$ cat src/rtl/mixer_pkg.sv
// Shared types and constants for the mixer time-share scheduler.
//   sched_state_t : scheduler FSM encoding
//   MRST_CYCLES   : how long the mixer reset is held after a watchdog trip
package mixer_pkg;

  typedef enum logic [2:0] {
    ARB    = 3'd0,
    ISSUE  = 3'd1,
    WAIT_I = 3'd2,
    WAIT_Q = 3'd3,
    GUARD  = 3'd4,
    MRST   = 3'd5
  } sched_state_t;

  localparam int unsigned MRST_CYCLES = 2;

endpackage

$ cat src/rtl/rr_arbiter.sv
// Combinational round-robin arbiter.
//   req_i : request vector
//   ptr_i : index of the most recent grant; search starts at ptr_i+1
//   gnt_o : one-hot grant
//   idx_o : index of the granted requester
//   any_o : at least one request present
module rr_arbiter #(
  parameter  int N_CH = 4,
  localparam int CH_W = $clog2(N_CH)
) (
  input  logic [N_CH-1:0] req_i,
  input  logic [CH_W-1:0] ptr_i,
  output logic [N_CH-1:0] gnt_o,
  output logic [CH_W-1:0] idx_o,
  output logic            any_o
);

  logic [CH_W-1:0] k;

  always_comb begin
    gnt_o = '0;
    idx_o = '0;
    any_o = 1'b0;
    k     = '0;
    for (int unsigned i = 0; i < N_CH; i++) begin
      k = CH_W'((32'(ptr_i) + i + 1) % N_CH);
      if (!any_o && req_i[k]) begin
        any_o    = 1'b1;
        idx_o    = k;
        gnt_o[k] = 1'b1;
      end
    end
  end

endmodule

$ cat src/rtl/mixer_scheduler.sv
// Time-shares one mixer between N_CH real-sample sources.
//   s_*   : per-channel sample inputs, round-robin arbitrated
//   mix_* : drive / observe the shared mixer (mix_rst_o is active-high)
//   m_*   : one I beat and one Q beat per sample, tagged with m_chan_o
//   err_o : sticky watchdog error, set when the mixer stalls
module mixer_scheduler
  import mixer_pkg::*;
#(
  parameter  int DW      = 16,
  parameter  int N_CH    = 4,
  parameter  int TIMEOUT = 64,
  localparam int CH_W    = $clog2(N_CH)
) (
  input  logic                 clk,
  input  logic                 rst_n,
  input  logic [N_CH*DW-1:0]   s_data_i,
  input  logic [N_CH-1:0]      s_valid_i,
  output logic [N_CH-1:0]      s_ready_o,
  output logic [DW-1:0]        mix_data_o,
  output logic                 mix_valid_o,
  output logic                 mix_rst_o,
  input  logic [DW-1:0]        mix_data_i,
  input  logic                 mix_valid_i,
  input  logic                 mix_last_i,
  output logic                 mix_ready_o,
  output logic [DW-1:0]        m_data_o,
  output logic                 m_valid_o,
  output logic                 m_last_o,
  output logic [CH_W-1:0]      m_chan_o,
  input  logic                 m_ready_i,
  output logic                 err_o
);

  localparam int WD_W = $clog2(TIMEOUT + 1);
  localparam int MR_W = (MRST_CYCLES > 1) ? $clog2(MRST_CYCLES) : 1;
  localparam logic [WD_W-1:0] WD_LAST = WD_W'(TIMEOUT - 1);
  localparam logic [MR_W-1:0] MR_LAST = MR_W'(MRST_CYCLES - 1);

  sched_state_t    state_q, state_d;
  logic [CH_W-1:0] rr_ptr_q, rr_ptr_d;
  logic [CH_W-1:0] chan_q, chan_d;
  logic [DW-1:0]   mix_data_q, mix_data_d;
  logic            mix_valid_q, mix_valid_d;
  logic            mix_rst_q, mix_rst_d;
  logic            err_q, err_d;
  logic [WD_W-1:0] wd_q, wd_d;
  logic [MR_W-1:0] mr_q, mr_d;

  logic [N_CH-1:0] gnt;
  logic [CH_W-1:0] gnt_idx;
  logic            gnt_any;
  logic [DW-1:0]   sel_data;

  rr_arbiter #(.N_CH(N_CH)) u_arb (
    .req_i (s_valid_i),
    .ptr_i (rr_ptr_q),
    .gnt_o (gnt),
    .idx_o (gnt_idx),
    .any_o (gnt_any)
  );

  always_comb begin
    sel_data = '0;
    for (int unsigned k = 0; k < N_CH; k++) begin
      if (gnt[k]) sel_data = s_data_i[k*DW +: DW];
    end
  end

  always_comb begin
    state_d     = state_q;
    rr_ptr_d    = rr_ptr_q;
    chan_d      = chan_q;
    mix_data_d  = mix_data_q;
    mix_valid_d = 1'b0;
    err_d       = err_q;
    wd_d        = wd_q;
    mr_d        = mr_q;
    s_ready_o   = '0;
    m_valid_o   = 1'b0;

    case (state_q)
      ARB: begin
        // mix_rst_q is only high here in the cycle right after reset release,
        // which keeps s_ready_o low while rst_n is asserted.
        if (!mix_rst_q && gnt_any) begin
          s_ready_o   = gnt;
          mix_data_d  = sel_data;
          chan_d      = gnt_idx;
          rr_ptr_d    = gnt_idx;
          mix_valid_d = 1'b1;
          state_d     = ISSUE;
        end
      end
      ISSUE: begin
        wd_d    = '0;
        state_d = WAIT_I;
      end
      WAIT_I, WAIT_Q: begin
        m_valid_o = mix_valid_i & ((state_q == WAIT_Q) ? mix_last_i : ~mix_last_i);
        if (m_valid_o && m_ready_i) begin
          wd_d    = '0;
          state_d = (state_q == WAIT_I) ? WAIT_Q : GUARD;
        end else if (m_ready_i) begin
          if (wd_q == WD_LAST) begin
            err_d   = 1'b1;
            mr_d    = '0;
            state_d = MRST;
          end else begin
            wd_d = wd_q + WD_W'(1);
          end
        end
      end
      GUARD: state_d = ARB;
      MRST: begin
        if (mr_q == MR_LAST) state_d = ARB;
        else                 mr_d    = mr_q + MR_W'(1);
      end
      default: state_d = ARB;
    endcase

    mix_rst_d = (state_d == MRST);
  end

  always_ff @(posedge clk or negedge rst_n) begin
    if (!rst_n) begin
      state_q     <= ARB;
      rr_ptr_q    <= CH_W'(N_CH - 1);
      chan_q      <= '0;
      mix_data_q  <= '0;
      mix_valid_q <= 1'b0;
      mix_rst_q   <= 1'b1;
      err_q       <= 1'b0;
      wd_q        <= '0;
      mr_q        <= '0;
    end else begin
      state_q     <= state_d;
      rr_ptr_q    <= rr_ptr_d;
      chan_q      <= chan_d;
      mix_data_q  <= mix_data_d;
      mix_valid_q <= mix_valid_d;
      mix_rst_q   <= mix_rst_d;
      err_q       <= err_d;
      wd_q        <= wd_d;
      mr_q        <= mr_d;
    end
  end

  assign mix_data_o  = mix_data_q;
  assign mix_valid_o = mix_valid_q;
  assign mix_rst_o   = mix_rst_q;
  assign mix_ready_o = m_valid_o & m_ready_i;
  assign m_data_o    = mix_data_i;
  assign m_last_o    = mix_last_i;
  assign m_chan_o    = chan_q;
  assign err_o       = err_q;

endmodule

$ cat config.mk
export PLATFORM = sky130hd
export DESIGN_NAME = mixer_scheduler
export DESIGN_NICKNAME = d
export VERILOG_FILES = /design/src/rtl/mixer_pkg.sv /design/src/rtl/rr_arbiter.sv /design/src/rtl/mixer_scheduler.sv
export SDC_FILE = /design/constraint.sdc
export NUM_CORES = 1
export LEC_CHECK = 0
export CAP_MARGIN = 20
export CORE_ASPECT_RATIO = 2
export CORE_MARGIN = 2
export CORE_UTILIZATION = 40
export DETAILED_ROUTE_END_ITERATION = 8
export PLACE_DENSITY = 0.92
export SLEW_MARGIN = 20
export SYNTH_ARGS = -nofsm -noshare
export SYNTH_HDL_FRONTEND = slang
export SYNTH_HIERARCHICAL = 1
export SYNTH_SLANG_ARGS = --single-unit
$ cat constraint.sdc
create_clock -name clk -period 5.4 [get_ports clk]
set_input_delay 1.08 -clock clk [delete_from_list [all_inputs] [get_ports clk]]
set_output_delay 1.08 -clock clk [all_outputs]
set_load 0.02 [all_outputs]
==> qor.json, run 1 <==
{
  "floorplan.initialDensity_pct": 40.8,
  "mean_instance_size_in_the_synthesized_netlist_um2": 8.60,
  "placement.setup.worst_slack_ns": 0.463,
  "via_to_cell_ratio": 5.64,
  "min_period_over_period_pct": 91.6,
  "die_h_um": 120,
  "rsz0062_at_grt": "false",
  "seq_area_frac_synth_pct": 31.9,
  "fin_setup_tns_ns": 0,
  "netlist.top_cell.by_area": "dfrtp_1",
  "finalWorstPathRequiredPeriod_ns": 4.95,
  "transition_time_of_the_tightest_slew_check_pin_ns": 0.759,
  "setup_viol": 0,
  "critPathCaptureType": "output pin",
  "synthCells": 312,
  "max_clock_freq_mhz": 202,
  "yosys.area.top_type_share_pct": 28.9,
  "yosysUniqueCellTypes": 57,
  "design.core.area_mm2": 0.00657,
  "tritoncts_clock_tree": "built",
  "ctsLongestPathBuffers": 2,
  "grt.total_usage_pct": 21.2,
  "drtIter0Drc": 159,
  "post-cts-setup-buffer-count": 0,
  "slew_headroom_pct": 49.4,
  "status": "completed",
  "synth_area_leaders": "dfrtp_1 29%, a211o_1 5.2%, nand2_1 5.2%, a31oi_1 5.1%, buf_4 5.0%",
  "reg2regPathDepth": 12,
  "grt_pass1_wl_um": 12000,
  "synth_ff_type": "dfrtp_1",
  "hold_class": "reg -> reg",
  "source_to_sink_clock_delay_at_the_later_pin_of_the_worst_skew_pair_ns": 0.27,
  "cts.root.buffer_cell": "clkbuf_16",
  "regToRegEndpoint": "mix_data_o[5]$_DFFE_PN0P_",
  "postLayoutCellArea_mm2": 0.00376,
  "seq_area_um2": 855,
  "drt-wirelength-per-cell_um": 16.1,
  "clk_transition_reported_paths_ns": 0.05,
  "routed-via-count": 2691,
  "path_max_fanout": 12,
  "detail_route.first_pass.iterations": 4,
  "gp_routability_congestion": 0.992,
  "n_fill_cell": 587,
  "syn_nets": 410,
  "synth_edf_count": 0,
  "totalWireLength_um": 7690,
  "die_w_um": 61.9,
  "antenna_cells_inserted": 0,
  "synthArstFlopShare_pct": 100,
  "cts_buffers": 5,
  "yosys_warnings": 6,
  "port-buffer-count": 100,
  "synth-seq-cells": 34,
  "p_leak_nw": 1.57,
  "synthToLayoutAreaGrowth_pct": 40.1,
  "share_of_final_layout_standard_cells_stronger_than_drive_strength_1_pct": 8.23,
  "final.setup.worst_slack_ns": 0.455,
  "post_cts.resized_instances": 0,
  "num_io_pins": 133,
  "max_cap_viols": 0,
  "layout.nets": 486,
  "startpoint": "s_valid_i[2]",
  "area_taken_by_multi_input_logic_gates_mm2": 0.00149,
  "critical_path_arrival_ns": 3.87,
  "antenna_found_initial": 0,
  "reg2reg_from": "rr_ptr_q[0]$_DFFE_PN1P_",
  "max-vdd-ir-drop_mv": 0.370,
  "grt_pass1_vias": 2649,
  "clock_sinks": 34,
  "timing.critical_path.from_type": "input port",
  "hold_viol": 0,
  "data_required_time_of_the_critical_path_ns": 4.32,
  "maximum_number_of_pins_on_one_net_before_global_route_repair": 35,
  "globalRouteOverflowTotal": 0,
  "detail_route.drc_violations": 0,
  "estimated_wirelength_of_the_detail_placed_design_um": 5990,
  "worst_clock_skew_ns": 0.00503,
  "antenna_violating_nets_left": 0,
  "die-area_mm2": 0.00742,
  "syn_area_mm2": 0.00268,
  "cts-htree-levels": 2,
  "post_dp_cell_area_mm2": 0.00358,
  "std_cell_rows": 42,
  "ctsHoldBuffers": 0,
  "finalMaxSlewViolations": 0,
  "critical_setup_path_kind": "in -> out",
  "power_density_mw_per_mm2": 598,
  "worst_setup_path_endpoint": "s_ready_o[2]",
  "register_to_register_path_setup_slack_ns": 1.36
}
==> kinds of logic (layout without fill, tap and decap cells) <==
kind of cell | Yosys count | in the layout | synth area share (%)
simple gates | 100 | 100 | 18.7
compound gates | 99 | 99 | 28.3
buf+inv | 61 | 138 | 12.6
flops | 34 | 34 | 31.9
fa+ha+maj | 9 | 9 | 4.20
mux | 8 | 8 | 3.96
xor+xnor | 1 | 1 | 0.327
==> cells in the mapped netlist (all sizes together) (2+ instances only) <==
cell type,n
nand2,37
dfrtp,31
nor2,29
buf,25
inv,24
a31oi,23
a211o,16
a221oi,14
clkbuf,12
o21ai,11
ha,9
a21oi,6
a22oi,5
and2,5
mux2i,5
nand2b,5
nor2b,4
or2,4
a211oi,3
dfstp,3
nand3,3
nand4,3
nor3b,3
a21o,2
a222oi,2
a2bb2oi,2
and3b,2
mux4,2
o211ai,2
o21a,2
o2bb2ai,2
o32ai,2
==> metrics by stage <==
step | util (%) | cells | hold slack [ns] | power, W
2_1_floorplan | - | 312 | 0.473 | 0.00148
3_3_place_gp | 54.6 | 469 | 0.450 | 0.00187
3_5_place_dp | 54.6 | 469 | 0.459 | 0.00192
4_1_cts | 57.2 | 477 | 0.473 | 0.00226
5_1_grt | 57.2 | 477 | 0.483 | 0.00241
6_report | 57.2 | 477 | 0.465 | 0.00225
==> cells in the final DEF, fill, tap and decap left out, types with 3 or more instances in the layout <==
cell type        netlist  final
ha_1                   9      9
nor2_1                28     28
and2_1                 5      5
o21ai_0               10     10
nand2b_1               5      5
a211o_1               16     16
inv_1                 24     24
a22oi_1                5      5
mux2i_1                5      5
or2_2                  3      3
a31oi_1               22     22
dfstp_2                3      3
clkdlybuf4s50_1        0     99
a21oi_1                5      5
a221oi_1              14     14
nand2_1               37     37
buf_4                 18      6
dfrtp_1               31     31
nand3_1                3      3
clkbuf_16              0      5
nor2b_1                4      4
nand4_1                3      3
==> layout make-up <==
type / count / share of cell area (%)
clock buffer: 7 / 3.80
clock inverter: 1 / 0.799
inverter: 24 / 2.40
multi-input combinational: 217 / 39.6
sequential: 34 / 22.7
tap: 88 / 2.93
timing repair buffer: 106 / 27.7
==> routing by layer <==
metal	up-vias	part of all wire, %	global-route usage (%)	wire (um)
met4	0	4.6	9.71	352
met1	1276	36	24.1	2750
met5	-	0	0	0
li1	1269	-	-	-
met3	37	5.2	3.45	396
met2	109	55	36.7	4190
==> registers in the layout, summed over array words and instances, names as in the netlist <==
register     cells
wd_q             7
m_chan_o         2
err_o            1
mr_q             1
mix_data_o      16
mix_valid_o      1
state_q          3
mix_rst_o        1
rr_ptr_q         2
==> worst max-delay path, stage by stage <==
cell	delay, ns
clkdlybuf4s50_1	0.59
mux2_2	0.28
o21ai_0	0.10
a22oi_1	0.13
or2_2	0.13
or4b_4	0.50
nor2_4	0.26
and2_1	0.19
clkdlybuf4s50_1	0.60
==> worst min path at each step <==
stage / slack, ns / endpoint / cells past startpoint / from
6_report: 0.46 / err_o$_DFFE_PN0P_ / 1 / err_o$_DFFE_PN0P_
5_1_grt: 0.48 / err_o$_DFFE_PN0P_ / 1 / err_o$_DFFE_PN0P_
4_1_cts: 0.47 / err_o$_DFFE_PN0P_ / 1 / err_o$_DFFE_PN0P_
3_5_place_dp: 0.46 / err_o$_DFFE_PN0P_ / 1 / err_o$_DFFE_PN0P_
3_3_place_gp: 0.45 / err_o$_DFFE_PN0P_ / 1 / err_o$_DFFE_PN0P_
2_1_floorplan: 0.47 / wd_q[5]$_DFFE_PN0P_ / 1 / wd_q[5]$_DFFE_PN0P_
==> power breakdown <==
part           total, W  internal (W)  switching, W
Sequential     0.000474      0.000366      0.000108
Clock          0.000332      0.000230      0.000102
Combinational   0.00144      0.000653      0.000788
(Power assumes the default switching activity.)
==> inputs of run 2 (changes only) <==
--- a/config.mk
+++ b/config.mk
@@ -6,7 +6,7 @@
 export NUM_CORES = 1
 export LEC_CHECK = 0
 export CAP_MARGIN = 20
-export CORE_ASPECT_RATIO = 2
+export CORE_ASPECT_RATIO = 1.25
 export CORE_MARGIN = 2
 export CORE_UTILIZATION = 40
 export DETAILED_ROUTE_END_ITERATION = 8
==> qor.json, run 2 (synthesized netlist as in run 1, its figures left out) <==
{
  "timing.critical_path.from_type": "input port",
  "worst_clock_skew_ns": 0.00235,
  "gp_routability_congestion": 0.922,
  "layout.nets": 487,
  "critPathCaptureType": "output pin",
  "crit_path_cell_trace": "clkdlybuf4s50_1, mux2_2, o21ai_0, a22oi_1, or2_2, or4b_4, nor2_4, and2_1, clkdlybuf4s50_1",
  "post-route-util_pct": 56.5,
  "largest_register_ff_count": 16,
  "rsz0062_at_grt": "false",
  "reg2regPathDepth": 12,
  "status": "completed",
  "post-cts-setup-buffer-count": 0,
  "total_power_w": 0.00207,
  "ctsLongestPathBuffers": 2,
  "reg2reg_from": "rr_ptr_q[0]$_DFFE_PN1P_",
  "source_to_sink_clock_delay_at_the_later_pin_of_the_worst_skew_pair_ns": 0.28,
  "ctsHoldBuffers": 0,
  "cts.root.buffer_cell": "clkbuf_8",
  "postLayoutCellArea_mm2": 0.00369,
  "slew_headroom_pct": 66.3,
  "floorplan.initialDensity_pct": 41.1,
  "final.setup.worst_slack_ns": 0.528,
  "cpPeakStageDelay_ns": 0.61,
  "clock_sinks": 34,
  "antenna_violating_nets_left": 0,
  "hold_class": "reg -> reg",
  "routed-via-count": 2646,
  "register_to_register_path_setup_slack_ns": 1.51,
  "cts-htree-levels": 2,
  "drt-wirelength-per-cell_um": 14.8,
  "finalMaxSlewViolations": 0,
  "grt_pass1_vias": 2438,
  "maximum_number_of_pins_on_one_net_before_global_route_repair": 35,
  "timing.critical_path.slowest_stage_cell": "clkdlybuf4s50_1",
  "estimated_wirelength_of_the_detail_placed_design_um": 5510,
  "die_h_um": 95.6,
  "detail_route.drc_violations": 0,
  "max_clock_freq_mhz": 205,
  "critical_path_arrival_ns": 3.79,
  "transition_time_of_the_tightest_slew_check_pin_ns": 0.492,
  "clock_power_share_pct": 9.1,
  "total_switching_power_w": 0.000945,
  "power.share.combinational_pct": 68.2,
  "setup_viol": 0,
  "most_frequent_cell_on_the_critical_path": "clkdlybuf4s50_1",
  "mostFrequentLayoutCells": "100 x clkdlybuf4s50_1, 37 x nand2_1, 31 x dfrtp_1, 28 x nor2_1, 24 x inv_1",
  "max-vdd-ir-drop_mv": 0.310,
  "layout_commonest_cell": "clkdlybuf4s50_1",
  "startpoint": "s_valid_i[3]",
  "power_density_mw_per_mm2": 560,
  "data_required_time_of_the_critical_path_ns": 4.32,
  "seq_power_share_pct": 22.7,
  "drtIter0Drc": 129,
  "std_cell_rows": 33,
  "post_dp_cell_area_mm2": 0.00360,
  "die_w_um": 77.2,
  "finalWorstPathRequiredPeriod_ns": 4.87,
  "cts_buffers": 5,
  "synthToLayoutAreaGrowth_pct": 37.5,
  "post_cts.resized_instances": 0,
  "design.core.area_mm2": 0.00652,
  "max_cap_viols": 0,
  "port-buffer-count": 100,
  "p_int_w": 0.00112,
  "n_fill_cell": 606,
  "grt.total_usage_pct": 18.7,
  "clk_transition_reported_paths_ns": 0.07,
  "regToRegEndpoint": "mix_data_o[5]$_DFFE_PN0P_",
  "detail_route.first_pass.iterations": 4,
  "die-area_mm2": 0.00738,
  "critical_setup_path_kind": "in -> out",
  "fin_setup_tns_ns": 0,
  "num_io_pins": 133,
  "hold_viol": 0,
  "p_leak_nw": 1.53,
  "via_to_cell_ratio": 5.55,
  "placement.setup.worst_slack_ns": 0.545,
  "globalRouteOverflowTotal": 0,
  "antenna_cells_inserted": 0,
  "antenna_found_initial": 0,
  "worst_setup_path_endpoint": "s_ready_o[3]",
  "min_period_over_period_pct": 90.2,
  "share_of_final_layout_standard_cells_stronger_than_drive_strength_1_pct": 8.21,
  "grt_pass1_wl_um": 11200,
  "path_max_fanout": 8,
  "totalWireLength_um": 7040,
  "switching_share_pct": 45.7,
  "tritoncts_clock_tree": "built"
}
## run 2: stage by stage
step | instances | hold WS [ns]
2_1_floorplan | 312 | 0.473
3_3_place_gp | 469 | 0.470
3_5_place_dp | 469 | 0.460
4_1_cts | 477 | 0.491
5_1_grt | 477 | 0.530
6_report | 477 | 0.493
## run 2: area by class of cell
class / instances / area, um2 / area share (%)
Multi-Input combinational cell: 217 / 1490 / 40.4
Timing Repair Buffer: 107 / 1050 / 28.6
Sequential cell: 34 / 855 / 23.2
Tap cell: 87 / 109 / 2.95
Inverter: 24 / 90.1 / 2.44
Clock buffer: 7 / 86.3 / 2.34
Clock inverter: 1 / 5.00 / 0.136
## run 2: worst max-delay path: cells and delay by family
kind	cells	cell delay, ns
buffers and inverters	2	1.19
and+or+nand+nor	4	0.99
AOI/OAI and AO/OA	2	0.24
muxes	1	0.29
## run 2: worst min path at each step
stage	start	end	slack, ns	cells past startpoint
3_3_place_gp	err_o$_DFFE_PN0P_	err_o$_DFFE_PN0P_	0.47	1
6_report	err_o$_DFFE_PN0P_	err_o$_DFFE_PN0P_	0.49	1
4_1_cts	err_o$_DFFE_PN0P_	err_o$_DFFE_PN0P_	0.49	1
2_1_floorplan	wd_q[5]$_DFFE_PN0P_	wd_q[5]$_DFFE_PN0P_	0.47	1
3_5_place_dp	err_o$_DFFE_PN0P_	err_o$_DFFE_PN0P_	0.46	1
5_1_grt	err_o$_DFFE_PN0P_	err_o$_DFFE_PN0P_	0.53	1
## run 2: power by group through the flow
stage          sequential [W]  combinational, W  clock [W]
5_1_grt              0.000486           0.00154   0.000208
4_1_cts              0.000469           0.00142   0.000196
2_1_floorplan        0.000526          0.000957          0
6_report             0.000468           0.00141   0.000189
3_3_place_gp         0.000468           0.00139          0
3_5_place_dp         0.000473           0.00142          0
## run 2: metal layers
| layer | wire (um) | GRT usage, % | vias up | part of all wire, % |
|---|---|---|---|---|
| met3 | 385 | 4.17 | 16 | 5.5 |
| met4 | 149 | 7.59 | 0 | 2.1 |
| li1 | - | - | 1274 | - |
| met2 | 3830 | 34.9 | 86 | 54 |
| met5 | 0 | 0 | - | 0 |
| met1 | 2670 | 20.6 | 1270 | 38 |
==> inputs of run 3 (changes only) <==
--- a/config.mk
+++ b/config.mk
@@ -9,7 +9,9 @@
 export CORE_ASPECT_RATIO = 1.25
 export CORE_MARGIN = 2
 export CORE_UTILIZATION = 40
+export CTS_CLUSTER_SIZE = 28
 export DETAILED_ROUTE_END_ITERATION = 8
+export GPL_TIMING_DRIVEN = 0
 export PLACE_DENSITY = 0.92
 export SLEW_MARGIN = 20
 export SYNTH_ARGS = -nofsm -noshare
==> constraint.sdc (replaced) <==
create_clock -name clk -period 4.8 [get_ports clk]
set_input_delay 0.96 -clock clk [delete_from_list [all_inputs] [get_ports clk]]
set_output_delay 0.96 -clock clk [all_outputs]
set_load 0.02 [all_outputs]
==> qor.json, run 3 (synthesized netlist as in run 1, its figures left out) <==
{
  "port-buffer-count": 115,
  "totalWireLength_um": 8240,
  "power_density_mw_per_mm2": 610,
  "share_of_final_layout_standard_cells_stronger_than_drive_strength_1_pct": 14.0,
  "data_required_time_of_the_critical_path_ns": 3.84,
  "worst-path-buf-inv": 3,
  "grt.total_usage_pct": 22.0,
  "timing.critical_path.from_type": "input port",
  "transition_time_of_the_tightest_slew_check_pin_ns": 0.511,
  "detail_route.drc_violations": 0,
  "die-area_mm2": 0.00738,
  "timing.critical_path.slowest_stage_cell": "mux4_2",
  "register_to_register_path_setup_slack_ns": 0.85,
  "rsz0062_at_grt": "false",
  "clock_sinks": 34,
  "max_cap_viols": 0,
  "cts-htree-levels": 2,
  "critPathTopFamily": "buffers and inverters",
  "drt-wirelength-per-cell_um": 15.8,
  "ctsHoldBuffers": 0,
  "critical_setup_path_kind": "in -> out",
  "min_period_over_period_pct": 92.1,
  "cts.root.buffer_cell": "clkbuf_8",
  "max_clock_freq_mhz": 226,
  "finalMaxSlewViolations": 0,
  "gp_routability_congestion": 0.922,
  "std_cell_rows": 33,
  "postLayoutCellArea_mm2": 0.00409,
  "antenna_cells_inserted": 0,
  "seq_area_um2": 855,
  "die_h_um": 95.6,
  "design.core.area_mm2": 0.00652,
  "maximum_number_of_pins_on_one_net_before_global_route_repair": 34,
  "antenna_violating_nets_left": 0,
  "hold_class": "in -> async",
  "tritoncts_clock_tree": "built",
  "p_leak_nw": 1.81,
  "area_taken_by_multi_input_logic_gates_mm2": 0.00151,
  "grt_pass1_vias": 2841,
  "ctsLongestPathBuffers": 2,
  "crit_path_cell_trace": "clkdlybuf4s50_1, mux4_2, nor3b_4, a222oi_1, nand2_1, clkbuf_4, and2_1, dlymetal6s2s_1",
  "max-vdd-ir-drop_mv": 0.445,
  "num_io_pins": 133,
  "total_power_w": 0.00250,
  "critical_path_arrival_ns": 3.46,
  "finalWorstPathRequiredPeriod_ns": 4.42,
  "routed-via-count": 2903,
  "critPathCaptureType": "output pin",
  "post_dp_cell_area_mm2": 0.00396,
  "hold_viol": 0,
  "synthToLayoutAreaGrowth_pct": 52.6,
  "cts_buffers": 5,
  "setup_viol": 0,
  "source_to_sink_clock_delay_at_the_later_pin_of_the_worst_skew_pair_ns": 0.29,
  "n_fill_cell": 554,
  "floorplan.initialDensity_pct": 41.1,
  "layout_commonest_cell": "clkdlybuf4s50_1",
  "slew_headroom_pct": 65.0,
  "die_w_um": 77.2,
  "antenna_found_initial": 0,
  "globalRouteOverflowTotal": 0,
  "mostFrequentLayoutCells": "109 x clkdlybuf4s50_1, 35 x nand2_1, 31 x dfrtp_1, 28 x nor2_1, 24 x inv_1",
  "largest_register_ff_count": 16,
  "grt_pass1_wl_um": 13100,
  "drtIter0Drc": 126,
  "detail_route.first_pass.iterations": 4,
  "status": "completed",
  "cpPeakStageDelay_ns": 0.65,
  "path_max_fanout": 10,
  "via_to_cell_ratio": 5.56,
  "worst_clock_skew_ns": 0.00819,
  "layout.nets": 532,
  "estimated_wirelength_of_the_detail_placed_design_um": 6340,
  "clk_transition_reported_paths_ns": 0.06
}
run 3: final cells by class:
| type | count | area share, % |
|---|---|---|
| timing repair buffer | 118 | 29.2 |
| multi-input combinational | 217 | 36.8 |
| sequential | 34 | 20.9 |
| clock inverter | 1 | 0.122 |
| buffer | 34 | 6.05 |
| inverter | 24 | 2.20 |
| tap | 87 | 2.66 |
| clock buffer | 7 | 2.11 |
run 3: metrics by stage:
| stage | setup TNS (ns) | setup WS [ns] | instances | hold WS [ns] | utilization (%) |
|---|---|---|---|---|---|
| global route | 0 | 0.270 | 522 | 0.449 | 62.8 |
| CTS | 0 | 0.0141 | 521 | 0.460 | 62.4 |
| floorplan | 0 | 0.934 | 312 | 0.473 | - |
| finish | 0 | 0.381 | 522 | 0.466 | 62.8 |
| global placement | -0.799 | -0.286 | 514 | 0.452 | 60.4 |
| detailed placement | -1.06 | -0.370 | 515 | 0.463 | 60.7 |
run 3: repair_timing:
| action | CTS | global route |
|---|---|---|
| pin swaps | 0 | 1 |
| resized for setup | 10 | 6 |
| cloned | 0 | 0 |
| buffers inserted | 1 | 1 |
| setup endpoints to repair | 3 | 4 |
run 3: where the power goes:
| part | switching [W] | internal [W] |
|---|---|---|
| sequential | 0.0000869 | 0.000410 |
| combinational | 0.000966 | 0.000816 |
| clock | 0.000103 | 0.000116 |
run 3: worst paths after layout:
check	start	to	depth (start not counted)
max	s_valid_i[2]	s_ready_o[2]	8
max reg2reg	rr_ptr_q[0]$_DFFE_PN1P_	mix_data_o[7]$_DFFE_PN0P_	13
min	rst_n	err_o$_DFFE_PN0P_	1
max in group asynchronous	rst_n	rr_ptr_q[1]$_DFFE_PN1P_	2
min in group clk	err_o$_DFFE_PN0P_	err_o$_DFFE_PN0P_	1
min reg2reg	err_o$_DFFE_PN0P_	err_o$_DFFE_PN0P_	1
run 3: per-layer routing:
metal  wire, um  track usage [%]  vias to the layer above
met1       3060             24.1                     1399
met5          0                0                        -
li1           -                -                     1363
met2       4430             40.4                      119
met4        210             9.52                        0
met3        537             5.40                       22
run 3: worst reg2reg max path, stage by stage, from the launching register on:
cell and delay [ns]:
dfstp_2 0.54, clkbuf_8 0.16, inv_1 0.11, ha_1 0.42, mux4_2 0.54, nor3b_4 0.19
a222oi_1 0.40, nand2_2 0.11, buf_4 0.18, nor2b_1 0.32, buf_2 0.30, a221oi_1 0.13
a211o_1 0.31, a31oi_1 0.18
